$ cat src/rtl/sum_reduce_sched.sv
// sum_reduce_sched: sums N captured operands over several cycles on P shared adders.
// Each RUN edge pairs the lowest live slots and packs the unpaired ones down behind the adder results.
module sum_reduce_sched #(
    parameter int N  = 20,
    parameter int W  = 5,
    parameter int P  = 6,
    parameter int OW = 10,
    parameter int CW = 5
) (
    input  logic            clk,
    input  logic            rst,
    input  logic            start,
    input  logic [N*W-1:0]  nums,
    output logic            busy,
    output logic            done,
    output logic [OW-1:0]   sum,
    output logic [CW-1:0]   cycles
);
    localparam int LW = $clog2(N + 1);
    localparam int IW = $clog2(N);
    typedef enum logic {IDLE, RUN} state_t;
    state_t        state_q, state_d;
    logic [OW-1:0] a_q [N];
    logic [OW-1:0] a_d [N];
    logic [OW-1:0] a_red [N];
    logic [OW-1:0] add [N];
    logic [LW-1:0] l_q, l_d, half, pairs;
    logic [CW-1:0] cnt_q, cnt_d, cnt_inc, cycles_q, cycles_d;
    logic [OW-1:0] sum_q, sum_d;
    logic          done_q, done_d;
    // Exactly P physical adders on fixed slot pairs; remaining entries are tied off.
    for (genvar g = 0; g < N; g++) begin : g_add
        if (g < P && 2 * g + 1 < N) begin : g_on
            assign add[g] = a_q[2*g] + a_q[2*g+1];
        end else begin : g_off
            assign add[g] = '0;
        end
    end
    always_comb begin
        half    = l_q >> 1;
        pairs   = (int'(half) > P) ? LW'(P) : half;
        cnt_inc = (&cnt_q) ? cnt_q : cnt_q + 1'b1;
        for (int k = 0; k < N; k++)
            a_red[k] = (k < int'(pairs)) ? add[IW'(k)] :
                       (k + int'(pairs) < N) ? a_q[IW'(k + int'(pairs))] : '0;
    end
    always_comb begin
        state_d  = state_q;
        l_d      = l_q;
        cnt_d    = cnt_q;
        a_d      = a_q;
        done_d   = 1'b0;
        sum_d    = sum_q;
        cycles_d = cycles_q;
        if (state_q == IDLE) begin
            if (start) begin
                for (int k = 0; k < N; k++) a_d[k] = OW'(nums[k*W +: W]);
                l_d     = LW'(N);
                cnt_d   = '0;
                state_d = RUN;
            end
        end else begin
            a_d   = a_red;
            l_d   = l_q - pairs;
            cnt_d = cnt_inc;
            if (l_d == LW'(1)) begin
                sum_d    = a_red[0];
                cycles_d = cnt_inc;
                done_d   = 1'b1;
                state_d  = IDLE;
            end
        end
    end
    always_ff @(posedge clk) begin
        if (rst) begin
            state_q  <= IDLE;
            l_q      <= '0;
            cnt_q    <= '0;
            done_q   <= 1'b0;
            sum_q    <= '0;
            cycles_q <= '0;
            for (int k = 0; k < N; k++) a_q[k] <= '0;
        end else begin
            state_q  <= state_d;
            l_q      <= l_d;
            cnt_q    <= cnt_d;
            done_q   <= done_d;
            sum_q    <= sum_d;
            cycles_q <= cycles_d;
            a_q      <= a_d;
        end
    end
    assign busy   = (state_q == RUN);
    assign done   = done_q;
    assign sum    = sum_q;
    assign cycles = cycles_q;
endmodule

$ cat config.mk
export PLATFORM = sky130hd
export DESIGN_NAME = sum_reduce_sched
export DESIGN_NICKNAME = d
export VERILOG_FILES = /design/src/rtl/sum_reduce_sched.sv
export SDC_FILE = /design/constraint.sdc
export NUM_CORES = 1
export LEC_CHECK = 0
export ABC_AREA = 1
export CELL_PAD_IN_SITES_DETAIL_PLACEMENT = 1
export CELL_PAD_IN_SITES_GLOBAL_PLACEMENT = 2
export CORE_MARGIN = 1
export CORE_UTILIZATION = 31
export DETAILED_ROUTE_END_ITERATION = 7
export PLACE_DENSITY_LB_ADDON = 0.1
export SLEW_MARGIN = 40
export SYNTH_ARGS = -nofsm -noshare
export SYNTH_HDL_FRONTEND = slang
export SYNTH_SLANG_ARGS = --single-unit
$ cat constraint.sdc
create_clock -name clk -period 4.75 [get_ports clk]
set_input_delay 0.7125 -clock clk [delete_from_list [all_inputs] [get_ports clk]]
set_output_delay 0.7125 -clock clk [all_outputs]
set_load 0.01 [all_outputs]
==> summary.md <==
| Metric | Value |
|---|---|
| Post-DP Area | 0.0208 mm² |
| H-tree depth | 2 |
| Critical path capture point type | register |
| Starting DRT DRC Count | 1877 |
| Post-Layout Inst Area | 0.0219 mm² |
| Die W | 248 µm |
| Synth top area cells | dfxtp_1, nand2_1, nand3_1 |
| Crit-path max FO | 69 |
| Placed Cells | 3983 |
| Worst path required time | 5190 ps |
| Max Clk Rate | 275 MHz |
| Measured slew at the worst slew-check pin | 884 ps |
| CTS root buf | clkbuf_16 |
| WL/cell | 27.3 µm |
| Data arrival time of the critical path | 4070 ps |
| CTS tree | done |
| Sequential area share after synthesis | 24.1% |
| Total GRT Usage | 34.9% |
| Outcome | complete, no violations |
| Average cell area after synthesis | 5.83 µm² |
| # nets final | 3419 |
| Residual DRC count | 0 |
| Clock sink count | 227 |
| Layout fillers | 7879 |
| Synth warn | 0 |
| Setup ws final | 1120 ps |
| DP HPWL | 82.9 mm |
| Netlist cell types | 56 |
| Final Max Tran Viols | 0 |
| Port bufs | 119 |
| HP Class | register to register |
| Largest net degree at the start of global routing | 167 |
| Gr ovfl total | 0 |
| Fin crit period | 3630 ps |
| Most common cell after layout, fill and taps aside | nand2_1 |
| DIE AREA | 0.0617 mm² |
| Power Density | 451 mW/mm² |
| Starting Density | 31.6% |
| Rel. slew slack | 41.1% |
| Layout cells sized above 1 | 5.54% |
| VDD IR max | 0.236 mV |
| Vias in the first global route | 23100 |
| Post-synth EDFFs | 0 |
| #FFs+latches synth | 227 |
| Fin. Hold Viols | 0 |
| Routed Antenna Nets | 0 |
| DP Worst Slack | 1190 ps |
| Synthesized Nets | 3402 |
| First-pass GRT wire length | 159 mm |
| Top-area cell type share of the netlist area | 24.1% |
| Main synth FF type | dfxtp_1 |
| Post-CTS Setup Inserts | 0 |
| Final Cycle Share | 76.4% |
| Core area | 0.0596 mm² |
| Initial antenna violation count | 0 |
| Total CTS buffers | 34 |
| Largest area contributor in the netlist | dfxtp_1 |
| Clock skew | 21.1 ps |
| Vias per cell | 5.79 |
| Max-Cap Viols | 0 |
| Bufs on Longest Clock Path | 3 |
| Endpoints failing setup | 0 |
| Post-Syn Area | 0.0188 mm² |
| TritonRoute pass-1 iters | 7 |
| RSZ-0062 raised after global routing | no |
| Most frequent cells in the layout | nand2_1, nand3_1, o21ai_0 |
| Kind of critical path | register to register |
| Gates resized, CTS repair | 0 |
| Syn-to-layout area delta | 16.3% |
| Post-route insts no fill | 4043 |
| Core Rows | 89 |
| Post-synthesis cell count | 3229 |
| CTS Hold Buffers Added | 0 |
| Pleak | 0.00933 µW |
| CP startpoint kind | register |
| # IOs | 120 |
| Async SR Flop Fraction | 0% |
| Inserted Diodes | 0 |
| Worst skew pair latency | 570 ps |
| Die Y | 248 µm |
| Post-Route Setup TNS | 0 ps |
| RePlAce Congestion | 0.957 |
| Via Count | 23400 |
| Worst-path clk slew | 60 ps |
| Post-Route WL | 110 mm |
==> kinds of logic after synthesis <==
| family | count (synthesis) | share of synthesized area (%) |
|---|---|---|
| XOR/XNOR | 33 | 1.57 |
| multiplexers | 1 | 0.0532 |
| AND/OR/NAND/NOR | 1571 | 34.5 |
| flip-flops | 227 | 24.1 |
| AO/OA/AOI/OAI | 849 | 24.9 |
| buffers and inverters | 476 | 9.89 |
| other | 2 | 0.0399 |
| adder cells (fa/ha/maj) | 70 | 4.93 |
==> state kept, by name (all words and copies together), names as in the netlist <==
signal and cells:
l_q 5, cnt_q 5, busy 1, cycles 5
sum 10, done 1, a_q 200
==> final timing paths <==
kind / startpoint / endpoint / slack, ps / depth (start not counted)
min reg2reg: a_q[65]$_SDFFE_PP0P_ / a_q[65]$_SDFFE_PP0P_ / 450 / 2
max reg2reg: l_q[2]$_SDFFE_PP0P_ / sum[2]$_SDFFE_PP0P_ / 1120 / 14
min: a_q[65]$_SDFFE_PP0P_ / a_q[65]$_SDFFE_PP0P_ / 450 / 2
max: l_q[2]$_SDFFE_PP0P_ / sum[2]$_SDFFE_PP0P_ / 1120 / 14
==> power by group <==
part	total [µW]	leakage, µW	internal (µW)	switching, µW
clock	2700	0.000569	1600	1110
sequential	2320	0.00186	2090	227
combinational	4850	0.00691	1320	3530
total	9870	0.00933	5010	4860
==> layer usage <==
metal  vias to the layer above  share of wire [%]  global-route usage (%)
met5                         -                  0                       0
met4                         0                5.9                    18.7
met3                       250                5.7                    4.47
met2                       830                 45                    57.0
met1                     11500                 43                    44.7
li1                      10800                  -                       -
==> metrics by stage <==
stage	util, %	total power [µW]	hold slack [ps]
4_1_cts	36.8	9830	460
3_5_place_dp	34.9	7100	449
6_report	36.8	9870	455
5_1_grt	36.8	10400	484
2_1_floorplan	-	5150	426
3_3_place_gp	34.9	7050	439
==> cell type report <==
type	instances	area, µm²	share of cell area, %
Clock buffer	47	1010	4.63
Clock inverter	13	115	0.525
Inverter	275	1030	4.71
Multi-Input combinational cell	2526	12500	57.0
Sequential cell	227	4550	20.7
Tap cell	773	967	4.41
Timing Repair Buffer	182	1740	7.94
==> synth_stat cells, types with 3 or more instances <==
cell type,count
o211ai_1,44
nand4_1,17
nand2_2,3
buf_2,52
inv_1,248
nor2_2,7
o31ai_1,8
nand3_1,344
nor3_1,8
o32ai_1,3
or2_2,12
dfxtp_1,227
a31oi_1,20
and2_1,3
o2111ai_1,4
a211oi_1,3
o21bai_1,9
a22o_1,18
clkinv_1,6
ha_1,63
o21ai_0,338
o2bb2ai_1,4
fa_1,7
xnor2_1,8
clkbuf_1,122
a21oi_1,172
o22ai_1,29
buf_1,25
xor2_1,24
o21ai_1,162
inv_2,21
o221ai_1,7
a21o_1,8
a22oi_1,9
nor2_1,131
nand2_1,1037
==> critical path, cell delays in order, from the launching register on <==
cell and delay, ps:
dfxtp_1 450, inv_2 90, nand2_4 230, buf_4 660
nor2_1 150, buf_4 240, inv_2 70, buf_4 490
nand3_1 140, nand3_1 140, nor2_1 70, nand2_1 500
nand2_1 110, nand2_1 90, nor2_1 60
Note: power is estimated with default switching activity, not from simulation.
